<file path="src/rtl/prog_loader.sv">
// prog_loader: UART boot sequencer. Receives a big-endian 32-bit byte count,
// packs the following program bytes into little-endian words for instruction
// memory, sends one acknowledge byte, releases the CPU and then forwards every
// later byte to the core's input FIFO.
module prog_loader #(
    parameter int unsigned ADDR_W   = 12,
    parameter logic [7:0]  ACK_BYTE = 8'hAA
) (
    input  logic              clk_uart,
    input  logic              rstn,
    input  logic [7:0]        rdata,
    input  logic              rdata_ready,
    input  logic              ferr,
    output logic              imem_we,
    output logic [ADDR_W-1:0] imem_addr,
    output logic [31:0]       imem_wdata,
    output logic [7:0]        tx_data,
    output logic              tx_start,
    input  logic              tx_busy,
    output logic              cpu_start,
    output logic [7:0]        din_data,
    output logic              din_we,
    input  logic              din_full,
    output logic              err,
    output logic              overrun
);

    typedef enum logic [2:0] {
        ST_SIZE,
        ST_PROG,
        ST_PAD,
        ST_ACK,
        ST_RUN,
        ST_ERR
    } state_e;

    state_e              state_q;
    logic [31:0]         size_q;
    logic [1:0]          size_cnt_q;
    logic [31:0]         byte_cnt_q;
    logic [ADDR_W:0]     word_cnt_q;   // one spare bit flags an index past capacity
    logic [31:0]         asm_q;
    logic                skid_valid_q;
    logic [7:0]          skid_data_q;

    logic                imem_we_q;
    logic [ADDR_W-1:0]   imem_addr_q;
    logic [31:0]         imem_wdata_q;
    logic [7:0]          tx_data_q;
    logic                tx_start_q;
    logic                cpu_start_q;
    logic [7:0]          din_data_q;
    logic                din_we_q;
    logic                err_q;
    logic                overrun_q;

    logic [31:0]         size_d;
    logic [31:0]         asm_d;
    logic [1:0]          lane;
    logic                last_byte;
    logic                oversize;
    logic                rx_ok;
    logic                push_valid;
    logic [7:0]          push_data;

    // Next-value helpers: size shift, word assembly and the RUN push source.
    always_comb begin
        // NOTE: every comb output gets a default first so no latch is inferred.
        size_d     = {size_q[23:0], rdata};
        lane       = byte_cnt_q[1:0];
        asm_d      = (lane == 2'd0) ? 32'd0 : asm_q;
        asm_d[{lane, 3'b000} +: 8] = rdata;
        last_byte  = (byte_cnt_q + 32'd1) == size_q;
        oversize   = word_cnt_q[ADDR_W];
        rx_ok      = rdata_ready && !ferr;
        push_valid = skid_valid_q || rx_ok;
        push_data  = skid_valid_q ? skid_data_q : rdata;
    end

    // Loader state machine with registered outputs and synchronous reset.
    always_ff @(posedge clk_uart) begin
        // NOTE: all state here is updated with non-blocking assignments so every
        // branch sees the values from the start of the cycle.
        if (!rstn) begin
            state_q      <= ST_SIZE;
            size_q       <= '0;
            size_cnt_q   <= '0;
            byte_cnt_q   <= '0;
            word_cnt_q   <= '0;
            asm_q        <= '0;
            skid_valid_q <= 1'b0;
            skid_data_q  <= '0;
            imem_we_q    <= 1'b0;
            imem_addr_q  <= '0;
            imem_wdata_q <= '0;
            tx_data_q    <= '0;
            tx_start_q   <= 1'b0;
            cpu_start_q  <= 1'b0;
            din_data_q   <= '0;
            din_we_q     <= 1'b0;
            err_q        <= 1'b0;
            overrun_q    <= 1'b0;
        end else begin
            imem_we_q  <= 1'b0;
            tx_start_q <= 1'b0;
            din_we_q   <= 1'b0;

            // Bytes arriving while the write-back or acknowledge is pending
            // belong to the data stream and wait in the skid register.
            if ((state_q == ST_PAD || state_q == ST_ACK) && rx_ok) begin
                if (skid_valid_q) begin
                    overrun_q <= 1'b1;
                end else begin
                    skid_valid_q <= 1'b1;
                    skid_data_q  <= rdata;
                end
            end

            case (state_q)
                ST_SIZE: begin
                    if (rdata_ready) begin
                        if (ferr) begin
                            err_q   <= 1'b1;
                            state_q <= ST_ERR;
                        end else begin
                            size_q     <= size_d;
                            size_cnt_q <= size_cnt_q + 2'd1;
                            if (size_cnt_q == 2'd3)
                                state_q <= (size_d == 32'd0) ? ST_ACK : ST_PROG;
                        end
                    end
                end
                ST_PROG: begin
                    if (rdata_ready) begin
                        if (ferr || oversize) begin
                            err_q   <= 1'b1;
                            state_q <= ST_ERR;
                        end else begin
                            asm_q      <= asm_d;
                            byte_cnt_q <= byte_cnt_q + 32'd1;
                            if (lane == 2'd3) begin
                                imem_we_q    <= 1'b1;
                                imem_addr_q  <= word_cnt_q[ADDR_W-1:0];
                                imem_wdata_q <= asm_d;
                                word_cnt_q   <= word_cnt_q + {{ADDR_W{1'b0}}, 1'b1};
                            end
                            if (last_byte)
                                state_q <= (lane == 2'd3) ? ST_ACK : ST_PAD;
                        end
                    end
                end
                ST_PAD: begin
                    // Unfilled lanes are already zero: lane 0 starts a fresh word.
                    imem_we_q    <= 1'b1;
                    imem_addr_q  <= word_cnt_q[ADDR_W-1:0];
                    imem_wdata_q <= asm_q;
                    word_cnt_q   <= word_cnt_q + {{ADDR_W{1'b0}}, 1'b1};
                    state_q      <= ST_ACK;
                end
                ST_ACK: begin
                    if (!tx_busy) begin
                        tx_start_q  <= 1'b1;
                        tx_data_q   <= ACK_BYTE;
                        cpu_start_q <= 1'b1;
                        state_q     <= ST_RUN;
                    end
                end
                ST_RUN: begin
                    // A buffered byte goes first; a byte arriving alongside it
                    // takes its place in the skid register.
                    if (push_valid) begin
                        if (!din_full) begin
                            din_we_q   <= 1'b1;
                            din_data_q <= push_data;
                        end else begin
                            overrun_q <= 1'b1;
                        end
                    end
                    if (skid_valid_q) begin
                        if (rx_ok)
                            skid_data_q <= rdata;
                        else
                            skid_valid_q <= 1'b0;
                    end
                end
                ST_ERR: begin
                    // Terminal until reset.
                end
                default: state_q <= ST_ERR;
            endcase
        end
    end

    assign imem_we    = imem_we_q;
    assign imem_addr  = imem_addr_q;
    assign imem_wdata = imem_wdata_q;
    assign tx_data    = tx_data_q;
    assign tx_start   = tx_start_q;
    assign cpu_start  = cpu_start_q;
    assign din_data   = din_data_q;
    assign din_we     = din_we_q;
    assign err        = err_q;
    assign overrun    = overrun_q;

endmodule

</file>
<file path="config.mk">
export PLATFORM = sky130hd
export DESIGN_NAME = prog_loader
export DESIGN_NICKNAME = d
export VERILOG_FILES = /design/src/rtl/prog_loader.sv
export SDC_FILE = /design/constraint.sdc
export NUM_CORES = 1
export LEC_CHECK = 0
export CAP_MARGIN = 15
export CORE_ASPECT_RATIO = 1.2
export CORE_MARGIN = 2
export CORE_UTILIZATION = 50
export DETAILED_ROUTE_END_ITERATION = 8
export PLACE_DENSITY = 0.71
export SYNTH_ARGS = -nofsm -noshare
export SYNTH_HDL_FRONTEND = slang
export SYNTH_SLANG_ARGS = --single-unit
export TNS_END_PERCENT = 100
</file>
<file path="constraint.sdc">
create_clock -name clk_uart -period 3.1 [get_ports clk_uart]
set_clock_uncertainty 0.2 [all_clocks]
set_input_delay 0.62 -clock clk_uart [delete_from_list [all_inputs] [get_ports clk_uart]]
set_output_delay 0.62 -clock clk_uart [all_outputs]
set_load 0.01 [all_outputs]
</file>
==> Word level (Yosys, flattened, before mapping) <==
Cells that the tools add are included.
{ "classes": {"n_eq_ne": 17, "div_mod_pow": 0, "add_sub_neg": 4, "reduce_logical": 21, "mul": 0, "magnitude_cmp": 0, "muxes": 49, "n_shift": 2, "n_bitwise": 5} }
{ "op_table": {"columns": ["cell", "n"], "rows": [
  ["32-bit two-way mux", 4],
  ["32-bit one-hot mux with 2 select lines", 1],
  ["8-bit two-way mux", 5],
  ["13-bit two-way mux", 3],
  ["12-bit two-way mux", 3],
  ["32-bit by 1-bit adder with 32-bit output (second input constant)", 1],
  ["32-bit bitwise mux", 1],
  ["32-bit equality test", 1],
  ["32-bit logical NOT", 1],
  ["8-bit by 7-bit variable shift with 32-bit output (first input constant)", 1],
  ["8-bit by 7-bit variable part select with 32-bit output", 1],
  ["13-bit one-hot mux with 2 select lines", 1],
  ["12-bit one-hot mux with 2 select lines", 1],
  ["3-bit two-way mux", 7],
  ["1-bit two-way mux", 19],
  ["3-bit one-hot mux with 5 select lines", 1],
  ["2-bit inequality test (second input constant)", 7],
  ["13-bit by 1-bit adder with 13-bit output (second input constant)", 1],
  ["3-bit AND reduction", 4],
  ["5-bit negator with 7-bit output", 1],
  ["3-bit by 2-bit equality test with 1-bit output (second input constant)", 2],
  ["3-bit equality test (second input constant)", 2],
  ["3-bit inequality test (second input constant)", 2],
  ["6-bit AND reduction", 1],
  ["other kinds (16)", 27]
]} }
{ "word_totals": {"mem_bits_rw": 0, "output_inout_bits": 66, "rom_bits": 0, "wordCells": 116, "input_bits": 14, "n_memories": 0, "latch_bits": 0, "regBits": 182} }

==> Logic depth before layout (Yosys ltp) <==
Gate-level depths: netlist of run 1.
{ "depth": {"ltp_word": 7, "mapped_depth": 10, "ltp_nobuf": 9} }

==> Worst setup path before layout of run 1 <==
Ideal clock, no wire load.
{ "synth_timing": {"path_type": "register to register", "from": "register byte_cnt_q[0]", "to": "register state_q[0]", "slack_ns": 0.427, "setup_ns": 0.115, "required_time_ns": 2.785, "arrival_time_ns": 2.358, "path_buffers": 1, "path_stages_with_launch": 11, "period_less_slack_ns": 2.673, "path_cell_list": "dfxtp_1 -> clkbuf_2 -> inv_1 -> ha_1 -> xor2_1 -> a211o_1 -> a2111oi_0 -> o2111ai_1 -> nor4_1 -> nand4_1 -> o21a_1"} }
{ "synth_via": {"elab_chain_len": 6, "elab_cells_between_ends": 10, "classes_between": "1 x add/sub; 3 x eq/ne; 5 x mux; 1 x reduce/logical"} }
{ "synth_rtl": {"columns": ["element", "line_no", "source"], "rows": [
  ["start, declared", "40", "logic [31:0] byte_cnt_q;"],
  ["start signal, assigned", "140", "byte_cnt_q <= byte_cnt_q + 32'd1;"],
  ["branches (longest 6 deep; another with 32-bit by 1-bit adder with 32-bit output)", null, null],
  ["end signal, assigned", "129", "state_q <= (size_d == 32'd0) ? ST_ACK : ST_PROG;"],
  ["end signal, assigned", "148", "state_q <= (lane == 2'd3) ? ST_ACK : ST_PAD;"],
  ["end, declared", "37", "state_e state_q;"]
]} }
Several ways; the timed one is not identified. The select of a mux whose other input is x is not followed.
A chain may end at the register's enable or synchronous reset.

==> Worst setup path in the final report of run 1 <==
{ "layout_timing": {"from": "register byte_cnt_q[5]", "to": "register state_q[0]"} }
{ "layout_via": {"elab_chain_len": 4} }
{ "layout_rtl": {"columns": ["element", "line_no", "source"], "rows": [
  ["32-bit by 1-bit adder with 32-bit output", "73", "last_byte = (byte_cnt_q + 32'd1) == size_q;"],
  ["32-bit equality test", "73", null],
  ["3-bit inequality test (no line)", null, null],
  ["6-bit AND reduction (no line)", null, null]
]} }
Every way passes these cells.

==> impl_metrics.csv, run 1 <==
group,metric,value,unit
run_status,outcome,"completed",
final_layout,seqCellArea,0.00363,mm^2
clock_network,cts_tree,"yes",
final_layout,final_nets,1096,
hold_path,whs_endpoint,"imem_addr[3]",
setup_path,cpPeakStageDelay,0.53,ns
detailed_routing,drt_iter0_markers,508,
synthesis,yosysWarnings,0,
synthesis,ys_seq_area_share,42.4,%
placement,io_buffers,75,
setup_path,r2r-end,"state_q[0]",
clock_network,htreeDepth,4,
grt,grt_max_degree,89,
setup_path,cp_max_fo,8,
timing,timing.final.crit_share,92.8,%
final_layout,drive_gt1_share,8.46,%
clock_network,clk_path_buf_depth,2,
synthesis,ys.flop_type,"dfxtp_1",
detailed_routing,finalWirelength,21700,um
clock_network,clock_sinks,181,
setup_path,cp-start-kind,"flop",
detailed_routing,drc,0,
timing,setup_viol,0,
floorplan,die_area,0.0182,mm^2
synthesis,async_reset_ff_share,0,%
clock_network,ctsRootBufferMaster,"clkbuf_16",
power,ir_drop,0.444,mV
setup_path,cp.required,3.23,ns
job,drv_cap,0,
grt,gr-usage-all-layers,24.8,%
floorplan,rows,52,
final_layout,fillCellCount,1511,
detailed_routing,wl_per_cell,16.7,um
timing,slew_headroom,50.6,%
power,power_density,603,mW/mm^2
grt,gr-total-overflow,0,
synthesis,synth.ff_latch_count,181,
synthesis,yosysUniqueCellTypes,62,
hold_path,hp-start,"imem_addr[3]",
floorplan,dieWidth,123,um
final_layout,multi_input_area,0.00458,mm^2
synthesis,syn_avg_cell_area,8.45,um^2
setup_path,cp.arrival,3.01,ns
synthesis,yosysMostFrequentCell,"dfxtp_1",
setup_path,reg2reg_from,"byte_cnt_q[5]",
timing,finalHoldViolCount,0,
setup_path,path_cells,"nand4_2 -> or3_1 -> or4_1 -> a32oi_1 -> and4bb_1 -> nand4_1 -> o21a_1",
timing,slew_violations,0,
hold_path,hold_depth,2,
hold_path,worstHoldPathType,"flop to flop",
floorplan,design.core.area,0.0168,mm^2
power,p_leak,0.00363,uW
synthesis,synth_top_area_share,42.4,%
detailed_routing,vias,7466,
final_layout,syn2layout_area_growth,19.6,%
synthesis,syn_inst,1012,
clock_network,post_cts_buffers,0,
setup_path,slowest_stage,"or3_1",
floorplan,io-pin-count,80,
setup_path,crit_family,"simple AND/OR/NAND/NOR gates",
clock_network,clkLatencyLatePin,0.44,ns
grt,antenna_found_initial,0,
setup_path,worstSetupPathType,"flop to flop",
timing,tns,0,ns
setup_path,crit_path_end_kind,"flop",
timing,fmaxAchievable,348,MHz
detailed_routing,first_pass_iters,5,
synthesis,synth_edf_count,0,
floorplan,die_y,147,um
clock_network,clkTransAtPathRegs,0.06,ns
placement,dpl.hpwl,14800,um
setup_path,worstRegToRegCells,7,
synthesis,yosys-top-cells-area,"dfxtp_1 (42%), nand2_1 (5.8%), xnor2_1 (5.7%)",
placement,place_congestion,0.904,
final_layout,utilization,60.9,%
grt,grt_pass1_vias,7020,
floorplan,start_util,50.9,%
synthesis,synthesis.area,0.00855,mm^2
timing,rsz0062_at_grt,"no",
timing,min_period,2.88,ns
timing,worst-slew-pin-transition,0.741,ns
detailed_routing,vias_per_cell,5.73,
detailed_routing,ant_nets,0,
setup_path,rrSetupSlack,0.22,ns
synthesis,synth_commonest_cells,"dfxtp_1 (181), nand2_1 (132), nor2_1 (80), clkbuf_1 (58), xnor2_1 (56)",
clock_network,cts_made_buffers,17,
final_layout,antennaDiodeCount,0,
setup_path,worst-path-buf-inv,0,
grt,grt_pass1_wl,35700,um
synthesis,synth_top_area_cell,"dfxtp_1",
## registers in the layout, summed over array words and instances, names as in the netlist
name	cells
asm_q	32
byte_cnt_q	32
imem_wdata	32
size_q	32
word_cnt_q	13
imem_addr	12
din_data	8
skid_data_q	8
state_q	3
size_cnt_q	2
cpu_start	1
din_we	1
err	1
imem_we	1
overrun	1
skid_valid_q	1
tx_start	1
## per-stage QoR
step	total power, uW	instances	instance area [um^2]	worst slack (ns)	hold WS [ns]
global route	6440	1303	10200	0.000199	0.279
detailed placement	4040	1271	9620	0.0486	0.249
finish	6160	1303	10200	0.223	0.256
floorplan	3470	1015	8560	0.427	0.246
global placement	4030	1271	9620	0.153	0.244
CTS	6190	1303	10200	0.0742	0.258
## tightest hold or removal path: stages, from the launching register on
cell and delay (ns):
dfxtp_1 0.31, nand2_1 0.05, a21oi_1 0.05
## cells in the final DEF, fill, tap and decap left out, drive strengths merged, types with 11 or more instances in the layout
cell and count:
a21oi 54, a221oi 32, a22oi 33, and2 40
and3 12, buf 47, clkbuf 22, clkdlybuf4s50 74
dfxtp 181, inv 11, mux2i 17, nand2 132
nand3 17, nand4 22, nor2 80, nor2b 39
nor3 43, nor4 18, o21ai 21, xnor2 56
xor2 27
## how the worst max path moves through the flow
stage | from | end | slack [ns] | depth (start not counted)
global placement | rdata_ready | word_cnt_q[2] | 0.15 | 8
floorplan | byte_cnt_q[0] | state_q[0] | 0.43 | 10
global route | byte_cnt_q[0] | state_q[0] | 0.0002 | 10
finish | byte_cnt_q[5] | state_q[0] | 0.22 | 7
CTS | byte_cnt_q[0] | state_q[0] | 0.07 | 10
detailed placement | rdata_ready | word_cnt_q[9] | 0.05 | 7
## layer usage
metal | vias up | GRT usage [%] | wire (um)
met4 | 0 | 10.2 | 638
li1 | 3654 | - | -
met3 | 52 | 5.09 | 947
met5 | - | 0 | 0
met2 | 191 | 40.7 | 10700
met1 | 3569 | 31.4 | 9420
## final cells by class
cell class                 instances  area share [%]
clock buffer                      22            4.54
sequential                       181            35.5
tap                              216            2.64
inverter                           9           0.330
multi-input combinational        744            44.8
clock inverter                    10            1.20
timing repair buffer             121            11.0
## what timing repair did
action                                  CTS  global route
resized for setup                         0             6
endpoints found under the setup margin    0             3
hold buffers                              0             0
## report_power, final
part	internal [uW]	total (uW)	switching, uW	leakage [uW]
Clock	1240	2170	935	0.000277
Sequential	2500	2650	141	0.00146
Combinational	587	1340	756	0.00189
Total	4330	6160	1830	0.00363
## logic make-up (layout without fill, tap and decap cells)
kind of cell	Yosys count	in the layout	share of synthesized area, %
AO/OA/AOI/OAI	186	186	14.8
XOR/XNOR	83	83	8.51
adder cells (fa/ha/maj)	8	8	1.17
buffers and inverters	90	162	4.46
flip-flops	181	181	42.4
multiplexers	18	18	2.12
other	1	4	0.0439
AND/OR/NAND/NOR	445	445	26.5
No activity file was read; power rests on OpenSTA's default activity.
==> run 2: changes to the inputs <==
- CORE_MARGIN: 2 -> 5
- GPL_TIMING_DRIVEN: unset -> 0
==> run 2 against run 1 <==
Against the previous run:
- clock-buffer cell count shrank 5
- first-iteration DRC count grew 36%
- final cell count grew 2.7%
- hold slack lost 0.0025 ns
- sequential power is essentially flat
- clock power grew 2%
- via count grew 2.1%
- register-to-register slack lost 0.12 ns
- final area grew 0.43%
- worst setup slack lost 0.12 ns
- combinational power is essentially flat
- flip-flop and latch count is the same
- critical endpoint unchanged
- largest cell class unchanged
- largest power group unchanged
- highest routed layer unchanged
==> impl_metrics.csv, run 2 (same netlist as run 1, synthesis figures left out) <==
group,metric,value,unit
run_status,outcome,"completed",
setup_path,cpPeakStageDelay,0.43,ns
timing,slew_headroom,52.4,%
hold_path,worstHoldPathType,"flop to flop",
clock_network,post_cts_buffers,0,
timing,slew_violations,0,
clock_network,ctsRootBufferMaster,"clkbuf_16",
placement,dpl.hpwl,16600,um
detailed_routing,vias_per_cell,5.70,
placement,io_buffers,75,
floorplan,design.core.area,0.0169,mm^2
clock_network,cts_made_buffers,17,
final_layout,layout_common_cells,"dfxtp_1 (179), nand2_1 (132), nor2_1 (78), clkdlybuf4s50_1 (75), xnor2_1 (56)",
clock_network,clkTransAtPathRegs,0.07,ns
setup_path,startpoint,"byte_cnt_q[1]",
setup_path,rrSetupSlack,0.10,ns
final_layout,final_nets,1131,
floorplan,start_util,50.7,%
grt,grt_pass1_wl,38200,um
detailed_routing,finalWirelength,23000,um
grt,gr-usage-all-layers,23.8,%
setup_path,r2r-end,"state_q[0]",
power,power_frac_comb,22.1,%
timing,finalHoldViolCount,0,
setup_path,worstSetupPathType,"flop to flop",
clock_network,hold_buffers,0,
final_layout,antennaDiodeCount,0,
setup_path,path_cells,"ha_1 -> nand2_1 -> nor3_4 -> mux2_2 -> nor4_1 -> and4_1 -> nand4_1 -> o21a_1",
hold_path,whs_endpoint,"imem_addr[10]",
power,power,6210,uW
power,p_sw_share,31.8,%
setup_path,crit_path_end_kind,"flop",
power,p_clk_share,35.5,%
timing,worst-slew-pin-transition,0.707,ns
grt,gr-total-overflow,0,
grt,grt_pass1_vias,7490,
timing,tns,0,ns
floorplan,die_area,0.0198,mm^2
grt,grtUsageMet2,40.8,%
grt,grt_max_degree,20,
setup_path,reg2reg_from,"byte_cnt_q[1]",
clock_network,clkLatencyLatePin,0.44,ns
setup_path,worst-path-buf-inv,0,
timing,min_period,3.00,ns
setup_path,cp_max_fo,7,
detailed_routing,vias,7625,
setup_path,cp.required,3.24,ns
floorplan,io-pin-count,80,
job,drv_cap,0,
timing,fmaxAchievable,334,MHz
detailed_routing,wl_per_cell,17.2,um
setup_path,cp.arrival,3.13,ns
power,ir_drop,0.438,mV
detailed_routing,ant_nets,0,
final_layout,drive_gt1_share,6.60,%
power,power_density,605,mW/mm^2
power,intPower,4230,uW
grt,top_usage_layer,"met2",
clock_network,htreeDepth,4,
timing,rsz0062_at_grt,"no",
power,seqPwrFrac,42.3,%
timing,timing.final.crit_share,96.6,%
clock_network,clock_sinks,181,
hold_path,hp-start,"imem_addr[10]",
final_layout,fillCellCount,1481,
grt,grt_use_met1,29.6,%
detailed_routing,first_pass_iters,5,
setup_path,worstRegToRegCells,8,
grt,antenna_found_initial,0,
final_layout,final_common_cell,"dfxtp_1",
setup_path,crit_family,"simple AND/OR/NAND/NOR gates",
power,p_leak,0.00366,uW
floorplan,die_y,153,um
detailed_routing,drc,0,
floorplan,dieWidth,129,um
final_layout,syn2layout_area_growth,20.1,%
setup_path,slowest_stage,"dfxtp_2",
hold_path,hold_depth,2,
timing,setup_viol,0,
final_layout,utilization,60.9,%
clock_network,cts_tree,"yes",
detailed_routing,drt_iter0_markers,689,
power,switching_power,1970,uW
grt,use_met3,4.71,%
clock_network,clk_path_buf_depth,2,
placement,place_congestion,0.900,
setup_path,cp-start-kind,"flop",
floorplan,rows,52,
run 2: changes by cell type in the layout (fill, tap and decap cells not counted), moves of 3 or more:
cell / delta
clkbuf_1: +51
buf_4: -35
buf_2: +7
clkbuf_2: +7
inv_8: +4
buf_1: +3
buf_12: -3
clkinv_8: +3
run 2: metrics by stage:
step / setup WS [ns] / std cells / hold WS, ns / cell area [um^2]
floorplan: 0.427 / 1015 / 0.246 / 8560
global placement: -0.596 / 1306 / 0.245 / 9580
detailed placement: -0.584 / 1306 / 0.246 / 9580
CTS: -0.0499 / 1338 / 0.256 / 10200
global route: 0.00960 / 1338 / 0.281 / 10300
finish: 0.105 / 1338 / 0.254 / 10300
run 2: what timing repair did:
| item | 4_1_cts | 5_1_grt |
|---|---|---|
| pin swaps | 1 | 2 |
| resized for setup | 5 | 18 |
| endpoints found under the setup margin | 75 | 57 |
run 2: cell type report:
cell class	count	area [um^2]	share of cell area, %
plain buffers	81	357	3.47
clock inverters	15	183	1.78
multi-input cells	744	4620	45.0
flip-flops and latches	181	3630	35.3
well taps	216	270	2.63
repair buffers	75	751	7.31
inverters	9	33.8	0.329
clock buffers	17	425	4.14
run 2: power groups by stage:
stage | Combinational (uW) | Clock [uW] | Sequential, uW
finish | 1370 | 2210 | 2630
global route | 1510 | 2340 | 2650
CTS | 1370 | 2230 | 2630
detailed placement | 1350 | 0 | 2680
global placement | 1340 | 0 | 2680
floorplan | 758 | 0 | 2720
run 2: worst max path at each step:
stage                                 to  slack, ns  cells after the start
final                         state_q[0]       0.10                      8
after global routing          state_q[0]       0.01                      9
after CTS                     state_q[0]      -0.05                     10
after detailed placement  imem_wdata[25]      -0.58                      9
after global placement    imem_wdata[24]      -0.60                      9
after floorplan               state_q[0]       0.43                     10
run 2: layer usage:
layer / share of wire, % / routed length (um)
met4: 2.0 / 453
met5: 0 / 0
met3: 4.5 / 1050
met2: 50 / 11600
met1: 43 / 9950
run 2: worst register-to-register path, delay by kind of cell (launching register included):
family | cells | cell delay (ns)
AND/OR/NAND/NOR | 5 | 1.37
flip-flops | 1 | 0.43
AO/OA/AOI/OAI | 1 | 0.25
adder cells (fa/ha/maj) | 1 | 0.27
multiplexers | 1 | 0.39
